`src/rtl/fpga_link_tx.sv`:
```
// fpga_link_tx: transmit side of an inter-FPGA router link.
// Router flits are queued in a small FIFO. Each 16-bit payload is then sent
// over a LANE_W-bit lane as BEATS = 16/LANE_W beats, most significant beat first.
// Frames follow each other with no idle cycle while flits are waiting and the
// far end is not asserting lane_stop.
module fpga_link_tx #(
    parameter int LANE_W     = 4,
    parameter int FIFO_DEPTH = 4
) (
    input  logic                          clk,
    input  logic                          rst,
    input  logic [16:0]                   flit_in,
    input  logic                          lane_stop,
    output logic [LANE_W-1:0]             lane_data,
    output logic                          lane_frame,
    output logic                          lane_sof,
    output logic [$clog2(FIFO_DEPTH):0]   fifo_level,
    output logic [7:0]                    ovf_cnt
);

    localparam int BEATS = 16 / LANE_W;
    localparam int AW    = $clog2(FIFO_DEPTH);
    localparam int PW    = AW + 1;
    localparam int BCW   = (BEATS > 1) ? $clog2(BEATS) : 1;
    localparam logic [BCW-1:0] LAST_BEAT = BCW'(BEATS - 1);

    typedef enum logic {
        IDLE,
        SEND
    } state_t;

    state_t          state_reg, state_next;
    logic [BCW-1:0]  beat_cnt_reg;
    logic [15:0]     shift_reg;

    // Flit storage. The pointers carry one extra bit so that full and empty
    // can be told apart when the index bits are equal.
    logic [15:0]     mem [FIFO_DEPTH];
    logic [PW-1:0]   wr_ptr_reg, rd_ptr_reg;
    logic [AW-1:0]   wr_idx, rd_idx;
    logic            fifo_empty, fifo_full;
    logic            flit_valid;
    logic            push_ok, drop;
    logic            pop;
    logic            last_beat;

    assign wr_idx     = wr_ptr_reg[AW-1:0];
    assign rd_idx     = rd_ptr_reg[AW-1:0];
    assign fifo_empty = (wr_ptr_reg == rd_ptr_reg);
    assign fifo_full  = (wr_ptr_reg[AW] != rd_ptr_reg[AW]) && (wr_idx == rd_idx);
    assign fifo_level = wr_ptr_reg - rd_ptr_reg;

    assign flit_valid = flit_in[16];
    // A full FIFO still accepts a flit when the head leaves in the same cycle.
    assign push_ok    = flit_valid && (!fifo_full || pop);
    assign drop       = flit_valid && fifo_full && !pop;

    // Next-state logic. lane_stop only matters at frame boundaries: in IDLE and
    // on the last beat. A frame that has started always runs to completion.
    always_comb begin
        state_next = state_reg;
        pop        = 1'b0;
        last_beat  = (state_reg == SEND) && (beat_cnt_reg == LAST_BEAT);
        case (state_reg)
            IDLE: begin
                if (!fifo_empty && !lane_stop) begin
                    pop        = 1'b1;
                    state_next = SEND;
                end
            end
            SEND: begin
                if (last_beat) begin
                    if (!fifo_empty && !lane_stop) begin
                        pop = 1'b1;
                    end else begin
                        state_next = IDLE;
                    end
                end
            end
            default: begin
                state_next = IDLE;
            end
        endcase
    end

    // FIFO payload array. It holds no control state, so it is not reset.
    always_ff @(posedge clk) begin
        if (push_ok) begin
            mem[wr_idx] <= flit_in[15:0];
        end
    end

    // FIFO pointers and the saturating count of dropped flits.
    always_ff @(posedge clk or posedge rst) begin
        if (rst) begin
            wr_ptr_reg <= '0;
            rd_ptr_reg <= '0;
            ovf_cnt    <= '0;
        end else begin
            if (push_ok) begin
                wr_ptr_reg <= wr_ptr_reg + PW'(1);
            end
            if (pop) begin
                rd_ptr_reg <= rd_ptr_reg + PW'(1);
            end
            if (drop && (ovf_cnt != 8'hFF)) begin
                ovf_cnt <= ovf_cnt + 8'd1;
            end
        end
    end

    // FSM state, beat counter and payload shift register. The popped head is
    // loaded here, and beat 0 reaches the lane one cycle after the pop.
    always_ff @(posedge clk or posedge rst) begin
        if (rst) begin
            state_reg    <= IDLE;
            beat_cnt_reg <= '0;
            shift_reg    <= '0;
        end else begin
            state_reg <= state_next;
            if (pop) begin
                shift_reg    <= mem[rd_idx];
                beat_cnt_reg <= '0;
            end else if (state_reg == SEND) begin
                shift_reg    <= shift_reg << LANE_W;
                beat_cnt_reg <= last_beat ? '0 : beat_cnt_reg + BCW'(1);
            end
        end
    end

    // Registered lane outputs. They are driven only from internal state, and
    // lane_data is forced to zero outside a frame.
    always_ff @(posedge clk or posedge rst) begin
        if (rst) begin
            lane_data  <= '0;
            lane_frame <= 1'b0;
            lane_sof   <= 1'b0;
        end else if (state_reg == SEND) begin
            lane_data  <= shift_reg[15 -: LANE_W];
            lane_frame <= 1'b1;
            lane_sof   <= (beat_cnt_reg == '0);
        end else begin
            lane_data  <= '0;
            lane_frame <= 1'b0;
            lane_sof   <= 1'b0;
        end
    end

endmodule

```
`config.mk`:
```
export PLATFORM = sky130hd
export DESIGN_NAME = fpga_link_tx
export DESIGN_NICKNAME = d
export VERILOG_FILES = /design/src/rtl/fpga_link_tx.sv
export SDC_FILE = /design/constraint.sdc
export NUM_CORES = 1
export LEC_CHECK = 0
export CORE_AREA = 2 2 91 93
export DETAILED_ROUTE_END_ITERATION = 6
export DIE_AREA = 0 0 93 95
export GPL_ROUTABILITY_DRIVEN = 0
export HOLD_SLACK_MARGIN = 0.05
export PLACE_DENSITY = 0.75
export SLEW_MARGIN = 20
export SYNTH_ARGS = -nofsm -noshare
export SYNTH_HDL_FRONTEND = slang
export SYNTH_SLANG_ARGS = --single-unit
```
`constraint.sdc`:
```
create_clock -name clk -period 3.2 [get_ports clk]
set_input_delay 0.32 -clock clk [delete_from_list [all_inputs] [get_ports clk]]
set_output_delay 0.32 -clock clk [all_outputs]
set_load 0.05 [all_outputs]
```
==> results_dict.tcl, run 1 <==
set metrics [dict create \
    outcome "finished, final reports clean" \
    antenna_found_initial 0 \
    fp.dieH_um 95 \
    io_buffers 36 \
    synth_top_area_share 0.4602 \
    cp_slowest_cell "clkdlybuf4s50_1" \
    initial_core_util 0.5268 \
    synthTopCellsByArea "edfxtp_1 (46%), dfrtp_1 (23%), mux4_2 (8.6%)" \
    postLayoutCoreUtil 0.6128 \
    cp_max_fo 4 \
    synth_fp_nets 274 \
    cts_buffer_depth 2 \
    fmax_mhz 422.6 \
    remaining_drc_errors 0 \
    path_class "reg2out" \
    peakVddDrop_mv 0.3351 \
    finalSetupTns_ns 0 \
    synth_area_per_cell_um2 17.19 \
    timing.slew.headroom 0.6050 \
    maxCapViolations 0 \
    grt_max_degree 40 \
    vias_per_cell 5.648 \
    skew_ns 0.008845 \
    hpwlAfterDp_um 4341 \
    fin_crit_ns 2.366 \
    io_pins 37 \
    grt_util_all_layers 0.1740 \
    syn_inst 243 \
    hold_viol 0 \
    grt_pass1_vias 2193 \
    cts_tree "yes" \
    required_ns 2.88 \
    syn2layout_area_growth_pct 16.33 \
    synth_area_leader_cell "edfxtp_1" \
    worstMarginPinSlew_ns 0.5925 \
    h-tree-depth 3 \
    ant_nets 0 \
    setup-violations-final 0 \
    synth_warnings 0 \
    num_vias 2248 \
    design.die.area_mm2 0.008835 \
    critPathMaxStageDelay_ns 0.79 \
    die_x_um 93 \
    diodes 0 \
    path_buf_inv 3 \
    totalWireLength_um 6894 \
    final_cell_mix "edfxtp_1 (64), dfrtp_1 (39), clkdlybuf4s50_1 (34), mux4_2 (16)" \
    powerDensity_mw_per_mm2 980.7 \
    clk_latency_ns 0.37 \
    drtIter0Drc 165 \
    rsz0062_at_grt "no" \
    clkTransAtPathRegs_ns 0.10 \
    worstPathCellList "inv_1 -> ha_1 -> inv_1 -> clkdlybuf4s50_1" \
    reg2reg_from "wr_ptr_reg[0]" \
    final_common_cell "edfxtp_1" \
    fin_nets 319 \
    cp-startpoint "wr_ptr_reg[0]" \
    place_inst 382 \
    r2r_slack_ns 1.07 \
    drt-pass1-iter-count 5 \
    crit_arrival_ns 2.05 \
    ys_ff_latch 103 \
    cts_sinks 103 \
    layout-drive-gt1-share 0.2014 \
    slew_viol_final 0 \
    post_cts_resized 0 \
    hold_ws_ns 0.3608 \
    cts_setup_buffers 0 \
    grt-ovfl-total 0 \
    rows 33 \
    largest_reg_flops 64 \
    cts-root-buf "clkbuf_8" \
    cpMostUsedCell "inv_1" \
    yosysSeqAreaShare 0.6938 \
    p_leak_nw 1.800 \
    cts-hold-fix-buffers 0 \
    coreArea_mm2 0.007928 \
    grt_pass1_wl_um 11150 \
    endpoint_kind "primary output" \
    cp.depth 4 \
    hp-class "in2async" \
    finalPower_mw 4.765 \
    instances_no_fill 398 \
    netlist_area_mm2 0.004177 \
    routedWlPerCell_um 17.32 \
    cts_buffers 9 \
    cp_top_family "buffers and inverters" \
    synth_cell_types 35 \
    nFillCells 567 \
    startpoint_type "register" \
    fin_crit_sh 0.7395 \
    reg2reg_depth 6 \
]
synth_stat cells:
library cell  instances
nor3_1                2
o211ai_1              5
buf_1                 1
edfxtp_1             64
mux2_2                3
ha_1                 10
and3_1                4
xnor2_1               4
nor2_1                3
buf_4                 2
o21bai_1              1
nand3_1               6
buf_2                 3
and2_1                8
xor2_2                1
xor2_1                6
nand4_1               1
a21o_1                1
inv_1                10
dfrtp_1              39
nor3b_1               1
nand2_1               9
nand2b_1              2
o21ai_0               6
clkbuf_1              3
or3_1                12
nor2b_1               1
fa_1                  1
a32o_1                1
o2111ai_4             1
nor4_1                2
a2bb2oi_1             1
o221a_2              12
o21ba_2               1
mux4_2               16
layer usage:
| metal | share of wire | routed length (µm) | track usage |
|---|---|---|---|
| met5 | 0 | 0 | 0 |
| met4 | 0.027 | 188 | 0.09069 |
| met3 | 0.044 | 306 | 0.04230 |
| met2 | 0.47 | 3253 | 0.2657 |
| met1 | 0.46 | 3146 | 0.2348 |
final timing paths:
check,endpoint
setup / recovery,fifo_level[0]
hold / removal,lane_data[1]
min in group clk,lane_data[2]
setup reg to reg,rd_ptr_reg[1]
max in group asynchronous,wr_ptr_reg[0]
hold reg to reg,lane_data[2]
area by class of cell:
type | count | area (µm²) | area share
Inverter | 10 | 37.54 | 0.007726
Tap cell | 105 | 131.4 | 0.02704
Timing Repair Buffer | 43 | 407.9 | 0.08396
Sequential cell | 103 | 2898 | 0.5964
Multi-Input combinational cell | 121 | 1196 | 0.2462
Clock buffer | 9 | 123.9 | 0.02550
Clock inverter | 7 | 63.81 | 0.01313
power breakdown:
| part | switching, mW | internal [mW] | total (mW) |
|---|---|---|---|
| clock | 0.468 | 0.299 | 0.767 |
| sequential | 0.201 | 1.82 | 2.03 |
| combinational | 1.15 | 0.824 | 1.97 |
| total | 1.82 | 2.95 | 4.76 |
stage by stage:
step                      setup slack, ns  cell area [µm²]
after floorplan                    0.5268             4177
after CTS                          0.8047             4858
final                              0.8336             4858
after global placement              1.042             4671
after global routing               0.7272             4858
after detailed placement            1.036             4671
kinds of logic (layout without fill, tap and decap cells):
| kind of cell | after synthesis | in the layout | synth area share |
|---|---|---|---|
| flip-flops | 103 | 103 | 0.6938 |
| AND/OR/NAND/NOR | 51 | 51 | 0.06711 |
| AO/OA/AOI/OAI | 29 | 29 | 0.06531 |
| multiplexers | 19 | 19 | 0.09437 |
| buffers and inverters | 19 | 69 | 0.01977 |
| adder cells (fa/ha/maj) | 11 | 11 | 0.03475 |
| XOR/XNOR | 11 | 11 | 0.02487 |
tightest hold or removal path, delay by kind of cell:
family / cells / cell delay [ns]
buffers and inverters: 3 / 0.86
Power figures use the tool's default switching activity.
==> run 2, diff against run 1 <==
CORE_AREA = 2 2 94 96   (was 2 2 91 93)
DIE_AREA = 0 0 96 98   (was 0 0 93 95)
PLACE_DENSITY = 0.73   (was 0.75)
clock period = 2 ns   (was 3.2 ns; I/O delays follow)
==> run 2 against run 1 <==
Power rose by 71%. Flip-flop and latch count stayed put. Sequential power up 57%. Clock skew rose by 0.0029 ns. Global-route usage fell by 0.64 points. Die area up 6.5%. Cell count is 3.8% higher. Sequential share of layout area is 2.2 points lower. Core utilization down 1.7 points. Critical endpoint is now fifo_level[2].
==> results_dict.tcl, run 2 (same netlist as run 1, synthesis figures left out) <==
set metrics [dict create \
    outcome "finished, final reports clean" \
    grt-ovfl-total 0 \
    crit_arrival_ns 1.75 \
    switching_share 0.3685 \
    clk_latency_ns 0.37 \
    fin_nets 331 \
    cts_buffer_depth 2 \
    antenna_found_initial 0 \
    grt_pass1_wl_um 11590 \
    cts-hold-fix-buffers 0 \
    drt-pass1-iter-count 4 \
    postLayoutCoreUtil 0.5959 \
    initial_core_util 0.4933 \
    p_seq_frac 0.389 \
    p_int_mw 5.159 \
    cts_tree "yes" \
    final_cell_mix "edfxtp_1 (64), dfrtp_1 (39), clkdlybuf4s50_1 (33), buf_4 (17), mux4_2 (16)" \
    hp-class "in2async" \
    timing.slew.headroom 0.6671 \
    maxCapViolations 0 \
    io_buffers 36 \
    startpoint_type "register" \
    peakVddDrop_mv 0.7802 \
    power_switching_mw 3.011 \
    skew_ns 0.01174 \
    ant_nets 0 \
    rows 34 \
    grt_pass1_vias 2277 \
    slew_viol_final 0 \
    pwr-share-clk 0.146 \
    vias_per_cell 5.475 \
    routedWlPerCell_um 17.35 \
    path_class "reg2out" \
    grt_util_all_layers 0.1676 \
    layout-drive-gt1-share 0.2787 \
    io_pins 37 \
    cts_buffers 9 \
    rsz0062_at_grt "yes" \
    coreArea_mm2 0.008466 \
    cts_sinks 103 \
    hold_ws_ns 0.2498 \
    fmax_mhz 513.7 \
    largest_reg_flops 64 \
    nFillCells 625 \
    clkTransAtPathRegs_ns 0.10 \
    endpoint_kind "primary output" \
    syn2layout_area_growth_pct 20.79 \
    hold_viol 0 \
    h-tree-depth 3 \
    num_vias 2261 \
    hpwlAfterDp_um 4547 \
    totalWireLength_um 7167 \
    setup-violations-final 0 \
    fin_crit_ns 1.947 \
    combPwrFrac 0.466 \
    die_x_um 96 \
    diodes 0 \
    powerDensity_mw_per_mm2 1620 \
    final_common_cell "edfxtp_1" \
    required_ns 1.80 \
    cts-root-buf "clkbuf_8" \
    grt_max_degree 40 \
    worstMarginPinSlew_ns 0.4978 \
    cp_max_fo 2 \
    fin_crit_sh 0.9733 \
    fp.dieH_um 98 \
    p_leak_nw 1.861 \
    drtIter0Drc 128 \
    design.die.area_mm2 0.009408 \
    remaining_drc_errors 0 \
]
## run 2: area by class of cell
type | count | area (µm²) | area share
clock inverter | 7 | 56.30 | 0.01116
sequential | 103 | 2898 | 0.5744
inverter | 10 | 37.54 | 0.007440
tap | 108 | 135.1 | 0.02679
multi-input combinational | 122 | 1256 | 0.2490
timing repair buffer | 54 | 538.0 | 0.1066
clock buffer | 9 | 123.9 | 0.02455
## run 2: what timing repair did
item | 4_1_cts | 5_1_grt
buffers inserted | 1 | 5
setup endpoints to repair | 17 | 66
pin swaps | 1 | 6
hold endpoints to repair | 0 | 0
resized for setup | 1 | 4
cloned | 0 | 1
## run 2: worst max-delay path: stages (launching register included)
cell     delay (ns)
dfrtp_1        0.41
inv_2          0.08
ha_4           0.12
inv_2          0.03
fa_2           0.37
xnor2_2        0.21
buf_12         0.16
## run 2: worst paths after layout
path | from | to | slack, ns | cells past startpoint
setup / recovery | wr_ptr_reg[0] | fifo_level[2] | 0.05 | 6
hold / removal | rst | ovf_cnt[5] | 0.25 | 3
setup reg to reg | beat_cnt_reg[0] | ovf_cnt[6] | 0.11 | 5
hold reg to reg | shift_reg[13] | lane_data[1] | 0.48 | 1
max in group asynchronous | rst | shift_reg[11] | 1.41 | 3
min in group clk | flit_in[8] | mem[3][8] | 0.47 | 1
## run 2: per-layer routing
layer / global-route usage / wire length, µm / vias to the layer above
li1: - / - / 1050
met1: 0.2289 / 3154 / 1145
met2: 0.2580 / 3520 / 54
met3: 0.03549 / 328 / 12
met4: 0.07802 / 163 / 0
met5: 0 / 0 / -
## run 2: power groups by stage
| stage | clock network [mW] | logic [mW] | registers [mW] |
|---|---|---|---|
| 3_3_place_gp | 0 | 3.63 | 3.20 |
| 2_1_floorplan | 0 | 2.22 | 3.50 |
| 6_report | 1.19 | 3.80 | 3.18 |
| 3_5_place_dp | 0 | 3.67 | 3.23 |
| 5_1_grt | 1.29 | 4.11 | 3.25 |
| 4_1_cts | 1.23 | 3.71 | 3.18 |
## run 2: through the flow
step | setup TNS (ns) | area, µm² | total power [mW] | worst slack, ns | std cells
2_1_floorplan | 0 | 4228 | 5.723 | 0.009558 | 243
3_3_place_gp | 0 | 4785 | 6.826 | 0.08242 | 390
3_5_place_dp | 0 | 4785 | 6.899 | 0.01281 | 390
4_1_cts | 0 | 4975 | 8.122 | 0.02681 | 407
5_1_grt | -0.03633 | 5045 | 8.646 | -0.03633 | 413
6_report | 0 | 5045 | 8.171 | 0.05337 | 413
==> run 3, diff against run 2 <==
SLEW_MARGIN = 10   (was 20)
==> results of run 3 <==
Same layout as run 2: the final DEF is identical, and so are final timing and power.
